## config.mk

```make
export PLATFORM = sky130hd
export DESIGN_NAME = load_store_unit
export DESIGN_NICKNAME = d
export VERILOG_FILES = /design/src/rtl/load_store_unit.sv
export SDC_FILE = /design/constraint.sdc
export NUM_CORES = 1
export LEC_CHECK = 0
export ABC_AREA = 1
export CORE_MARGIN = 4
export CORE_UTILIZATION = 40
export CTS_CLUSTER_DIAMETER = 100
export DETAILED_ROUTE_END_ITERATION = 10
export PLACE_DENSITY = 0.71
export SYNTH_ARGS = -nofsm -noshare
export SYNTH_HDL_FRONTEND = slang
export SYNTH_SLANG_ARGS = --single-unit
```

## constraint.sdc

```tcl
create_clock -name clk -period 2.18 [get_ports clk]
set_input_delay 0.654 -clock clk [delete_from_list [all_inputs] [get_ports clk]]
set_output_delay 0.654 -clock clk [all_outputs]
set_load 0.01 [all_outputs]
```

## src/rtl/load_store_unit.sv

```systemverilog
// Load/store unit: the core's only path to the data memory.
// Takes one LDUR/STUR request at a time and forms the word address from
// base plus the signed 9-bit offset. It drives the memory strobes and
// returns a completion through a valid/ready handshake.
module load_store_unit #(
   parameter int MEM_WORDS    = 32,
   parameter int READ_LATENCY = 1
) (
   input  logic        clk,
   input  logic        rst_n,
   input  logic        req_valid,
   output logic        req_ready,
   input  logic        req_is_store,
   input  logic [63:0] req_base,
   input  logic [8:0]  req_offset,
   input  logic [63:0] req_wdata,
   output logic        resp_valid,
   input  logic        resp_ready,
   output logic [63:0] resp_rdata,
   output logic        resp_error,
   output logic [63:0] Address,
   output logic [63:0] WriteData,
   output logic        MemRead,
   output logic        MemWrite,
   input  logic [63:0] ReadData
);

   typedef enum logic [1:0] {IDLE, WRITE, READ, RESP} state_t;

   localparam logic [2:0] LastReadCnt = 3'(READ_LATENCY - 1);

   state_t      state_q, state_d;
   logic [63:0] addr_q, addr_d;
   logic [63:0] wdata_q, wdata_d;
   logic [63:0] rdata_q, rdata_d;
   logic        error_q, error_d;
   logic [2:0]  cnt_q, cnt_d;

   logic [63:0] byteAddr;
   logic        isMisaligned;
   logic        isOutOfRange;
   logic        isError;

   // Byte address wraps modulo 2^64, so an underflow lands far out of range.
   always_comb begin
      byteAddr     = req_base + {{55{req_offset[8]}}, req_offset};
      isMisaligned = (byteAddr[2:0] != 3'b000);
      isOutOfRange = (byteAddr[63:3] >= 61'(MEM_WORDS));
      isError      = isMisaligned || isOutOfRange;
   end

   // State and datapath registers; reset drops the strobes at once.
   always_ff @(posedge clk or negedge rst_n) begin
      if (!rst_n) begin
         state_q <= IDLE;
         addr_q  <= '0;
         wdata_q <= '0;
         rdata_q <= '0;
         error_q <= 1'b0;
         cnt_q   <= '0;
      end else begin
         state_q <= state_d;
         addr_q  <= addr_d;
         wdata_q <= wdata_d;
         rdata_q <= rdata_d;
         error_q <= error_d;
         cnt_q   <= cnt_d;
      end
   end

   // Next state: erroring requests skip the memory and go straight to RESP.
   // Address/WriteData are left untouched on an error so the pins stay quiet.
   always_comb begin
      state_d = state_q;
      addr_d  = addr_q;
      wdata_d = wdata_q;
      rdata_d = rdata_q;
      error_d = error_q;
      cnt_d   = cnt_q;
      unique case (state_q)
         IDLE: begin
            if (req_valid) begin
               rdata_d = '0;
               error_d = isError;
               cnt_d   = '0;
               if (isError) begin
                  state_d = RESP;
               end else begin
                  addr_d  = {3'b000, byteAddr[63:3]};
                  wdata_d = req_wdata;
                  state_d = req_is_store ? WRITE : READ;
               end
            end
         end
         WRITE: begin
            state_d = RESP;
         end
         READ: begin
            if (cnt_q == LastReadCnt) begin
               rdata_d = ReadData;
               state_d = RESP;
            end else begin
               cnt_d = cnt_q + 3'd1;
            end
         end
         RESP: begin
            if (resp_ready) begin
               rdata_d = '0;
               error_d = 1'b0;
               state_d = IDLE;
            end
         end
         default: state_d = IDLE;
      endcase
   end

   // Outputs decode straight from the state register, so MemRead always
   // drops for at least the RESP and IDLE cycles between consecutive loads.
   always_comb begin
      req_ready  = (state_q == IDLE);
      resp_valid = (state_q == RESP);
      MemRead    = (state_q == READ);
      MemWrite   = (state_q == WRITE);
      Address    = addr_q;
      WriteData  = wdata_q;
      resp_rdata = rdata_q;
      resp_error = error_q;
   end

endmodule

```

==> impl_metrics.csv <==
group,metric,value,unit
status,run_status,"finished with violations",
status,violations,"negative setup slack",
worst_setup_path,critPathMaxStageDelay,280,ps
placement,port_buffers,399,
worst_setup_path,worst_ep_required_time,2510,ps
die,core_area,35800,sq um
sta,hold_violations_final,0,
die,starting_utilization_of_the_core_area,40.8,%
yosys,synthesis.yosys.warnings,0,
worst_setup_path,cp_cell_sequence,"clkbuf_16 > clkbuf_16 > ha_4 > nand2_1 > nand2_1 > inv_1 > nand2_1 > nand2_1 > nand2_2 > nand3b_1 > xor2_1 > nor2_1 > nand2_1 > nor2_2 > nand2_1 > nor2_2 > nand3_2 > nor2_4 > buf_6 > clkbuf_16 > nand3_1 > nand2_1 > inv_1",
yosys,yosysUniqueCellTypes,36,
grt,antenna_found_initial,1,
grt,grt_overflow_total,0,
yosys,post_synth_top_area_cell,"dfrtp_1",
sta,timing.final.max_slew_violations,0,
clock_network,clock_tree.htree_level_count,4,
finish,layout-drive-gt1-share,30.2,%
yosys,synth-edff-count,0,
clock_network,cts_buffers,17,
worst_setup_path,worst_ep_arrival_time,3690,ps
routing,num_vias,17300,
clock_network,cts-root-buf,"clkbuf_16",
grt,first_pass_grt_wire_length,84.2,mm
die,core.rowCount,69,
die,die_w,199,microns
power,ir_worst_vdd,0.589,mV
finish,final.fill_count,2755,
sta,finalWorstPathRequiredPeriod,3360,ps
finish,fin_nets,3291,
power,power_density,585,nW/um^2
yosys,synthesis.instances,2377,
sta,unrepaired_setup_endpoints_after_global_routing,"yes",
worst_setup_path,worst_r2r_path_depth,12,
clock_network,cts_tree,"built",
sta,finalWorstSetupSlack,-1180,ps
clock_network,clkSlewWorstSetupHoldPaths,90,ps
finish,areaGrowthSynthToFinish,70.2,%
yosys,synth.area.top_cells,"dfrtp_1 33%, nand2_1 21%, inv_1 15%",
grt,grt_use_total,26.8,%
grt,grt_max_degree,71,
clock_network,clock_sinks,195,
grt,first_global_vias,16100,
yosys,mean_post_synth_cell_area,6.15,sq um
worst_hold_path,timing.hold.worst.class,"input port to async pin",
sta,timing.final.crit_share,154,%
yosys,fraction_of_synthesized_cell_area_taken_by_the_top_area_cell_type,33.4,%
die,die-height,199,microns
routing,drt_first_pass_iters,8,
routing,detail_route.wirelength.met1,24.0,mm
worst_setup_path,slowest_stage,"ha_4",
die,area_of_the_die,39600,sq um
routing,met2WireLength,30.0,mm
worst_setup_path,timing.critical_path.mode_cell,"nand2_1",
placement,detailed_place_hpwl,43.0,mm
sta,fin_setup_tns,-141730,ps
placement,dpl-instance-area,20800,sq um
yosys,ys_top_cells_by_count,"835 x nand2_1, 582 x inv_1, 195 x dfrtp_1",
routing,dr.first_iter.drc_count,964,
worst_setup_path,setup.worst_path.start_class,"input port",
clock_network,insertion_delay,450,ps
clock_network,cts.hold.buffers_added,0,
worst_setup_path,critPathMaxFanout,5,
routing,drt-wirelength-per-cell,17.5,microns
routing,routed.top_layer,"met4",
sta,timing.fmax,297,MHz
clock_network,clock_path_buffers,2,
finish,sequential_cell_area,4880,sq um
placement,gpl.final_weighted_congestion,1.02,
routing,finalWirelength,61.1,mm
run,maxCapViolCount,0,
finish,final_area,24900,sq um
routing,detailroute.wirelength.met3,4.26,mm
routing,route.detailed.vias_per_inst,4.94,
yosys,postSynth.asyncResetShare,100,%
sta,setup_viol,128,
sta,timing.max_slew.rel_slack,53.3,%
sta,fin_skew,16.5,ps
worst_setup_path,worst-setup-path-type,"input port to register",
yosys,ys_ff_latch,195,
routing,drcViolationCount,0,
worst_setup_path,crit_path_end_kind,"register",
yosys,synth_seq_area_share,33.4,%
yosys,syn-cell-area,14600,sq um
yosys,ys.flop_type,"dfrtp_1",
die,ios,403,
yosys,synth_most_common_cell,"nand2_1",
sta,actual_slew_at_the_worst_max_slew_pin,701,ps
finish,multi_input_comb_area,9420,sq um
routing,final_antenna_net_count,0,
power,leakagePower,13.6,nW
-- worst max-delay path: cells and delay by family --
family                   cells  cell delay, ps
XOR/XNOR                     1             200
adder cells (fa/ha/maj)      1             280
buffers and inverters        6             750
AND/OR/NAND/NOR             15            1780
-- kinds of logic after synthesis --
kind of cell | after synthesis | synth area share (%)
adders and majority gates | 70 | 6.05
and+or+nand+nor | 1244 | 35.7
buffers and inverters | 707 | 18.8
AOI/OAI and AO/OA | 149 | 5.31
DFF | 195 | 33.4
other | 1 | 0.0257
xor gates and xnor gates | 11 | 0.659
-- final cells by class --
class	count	area share, %
Tap cell	461	2.32
Multi-Input combinational cell	1477	37.9
Sequential cell	195	19.6
Clock inverter	15	0.886
Timing Repair Buffer	668	27.6
Clock buffer	17	1.71
Antenna cell	1	0.0101
Inverter	656	9.93
-- layout by cell type (no fill, tap or decap), types with 5 or more instances in the layout --
| cell type | count |
|---|---|
| a21oi_1 | 21 |
| a21oi_2 | 34 |
| buf_12 | 15 |
| buf_16 | 11 |
| buf_4 | 215 |
| buf_6 | 17 |
| clkbuf_16 | 31 |
| clkdlybuf4s50_1 | 324 |
| clkinv_8 | 5 |
| dfrtp_1 | 195 |
| dlymetal6s2s_1 | 64 |
| ha_1 | 9 |
| ha_4 | 59 |
| inv_1 | 546 |
| inv_2 | 105 |
| nand2_1 | 594 |
| nand2_2 | 210 |
| nand2_4 | 34 |
| nand3_1 | 164 |
| nand3_2 | 34 |
| nand3_4 | 8 |
| nand3b_1 | 16 |
| nand4_1 | 24 |
| nor2_1 | 49 |
| nor2_2 | 47 |
| nor2_4 | 43 |
| nor3_2 | 8 |
| o21ai_0 | 73 |
| o21ai_1 | 7 |
| xnor2_1 | 7 |
-- flip-flops by register name, summed over array words and instances, names as in the netlist --
name	cells
cnt_q	3
state_q	2
WriteData	64
resp_rdata	64
resp_error	1
Address	61
-- through the flow --
| step | worst slack, ps | hold WS (ps) | cells | utilization (%) | total power [mW] |
|---|---|---|---|---|---|
| final | -1180 | 151 | 3490 | 69.4 | 14.5 |
| after global placement | -1920 | 451 | 3397 | 58.1 | 10.2 |
| after detailed placement | -1970 | 452 | 3397 | 58.1 | 10.3 |
| after floorplan | -866 | 358 | 2379 | - | 7.24 |
| after global routing | -1290 | 171 | 3490 | 69.4 | 15.4 |
| after CTS | -1240 | 154 | 3444 | 62.1 | 13.9 |
-- what timing repair did --
action | CTS | global route
gates cloned | 7 | 18
setup endpoints to repair | 132 | 195
setup buffers | 8 | 27
gates resized for setup | 108 | 560
pin swaps | 15 | 181
-- power breakdown --
part           switching, mW  internal [mW]
Sequential             0.235           4.06
Clock                   1.67           1.70
Combinational           3.85           3.02
Total                   5.76           8.79
-- path summary, 6_finish.rpt --
| check | startpoint | to | slack (ps) |
|---|---|---|---|
| setup / recovery | req_offset[8] | WriteData[0]$_DFFE_PN0P_ | -1180 |
| hold / removal | rst_n | Address[45]$_DFFE_PN0P_ | 150 |
| setup reg to reg | state_q[0]$_DFFE_PN0P_ | resp_rdata[43]$_DFFE_PN0P_ | 120 |
| hold reg to reg | Address[8]$_DFFE_PN0P_ | Address[8]$_DFFE_PN0P_ | 480 |
| max in group asynchronous | rst_n | resp_rdata[30]$_DFFE_PN0P_ | 1390 |
| min in group clk | Address[8]$_DFFE_PN0P_ | Address[8]$_DFFE_PN0P_ | 480 |
-- routing by layer --
layer	track usage, %	vias up
li1	-	8298
met1	35.0	8020
met2	45.9	752
met3	3.59	180
met4	9.27	0
met5	0	-
Power figures use the tool's default switching activity.
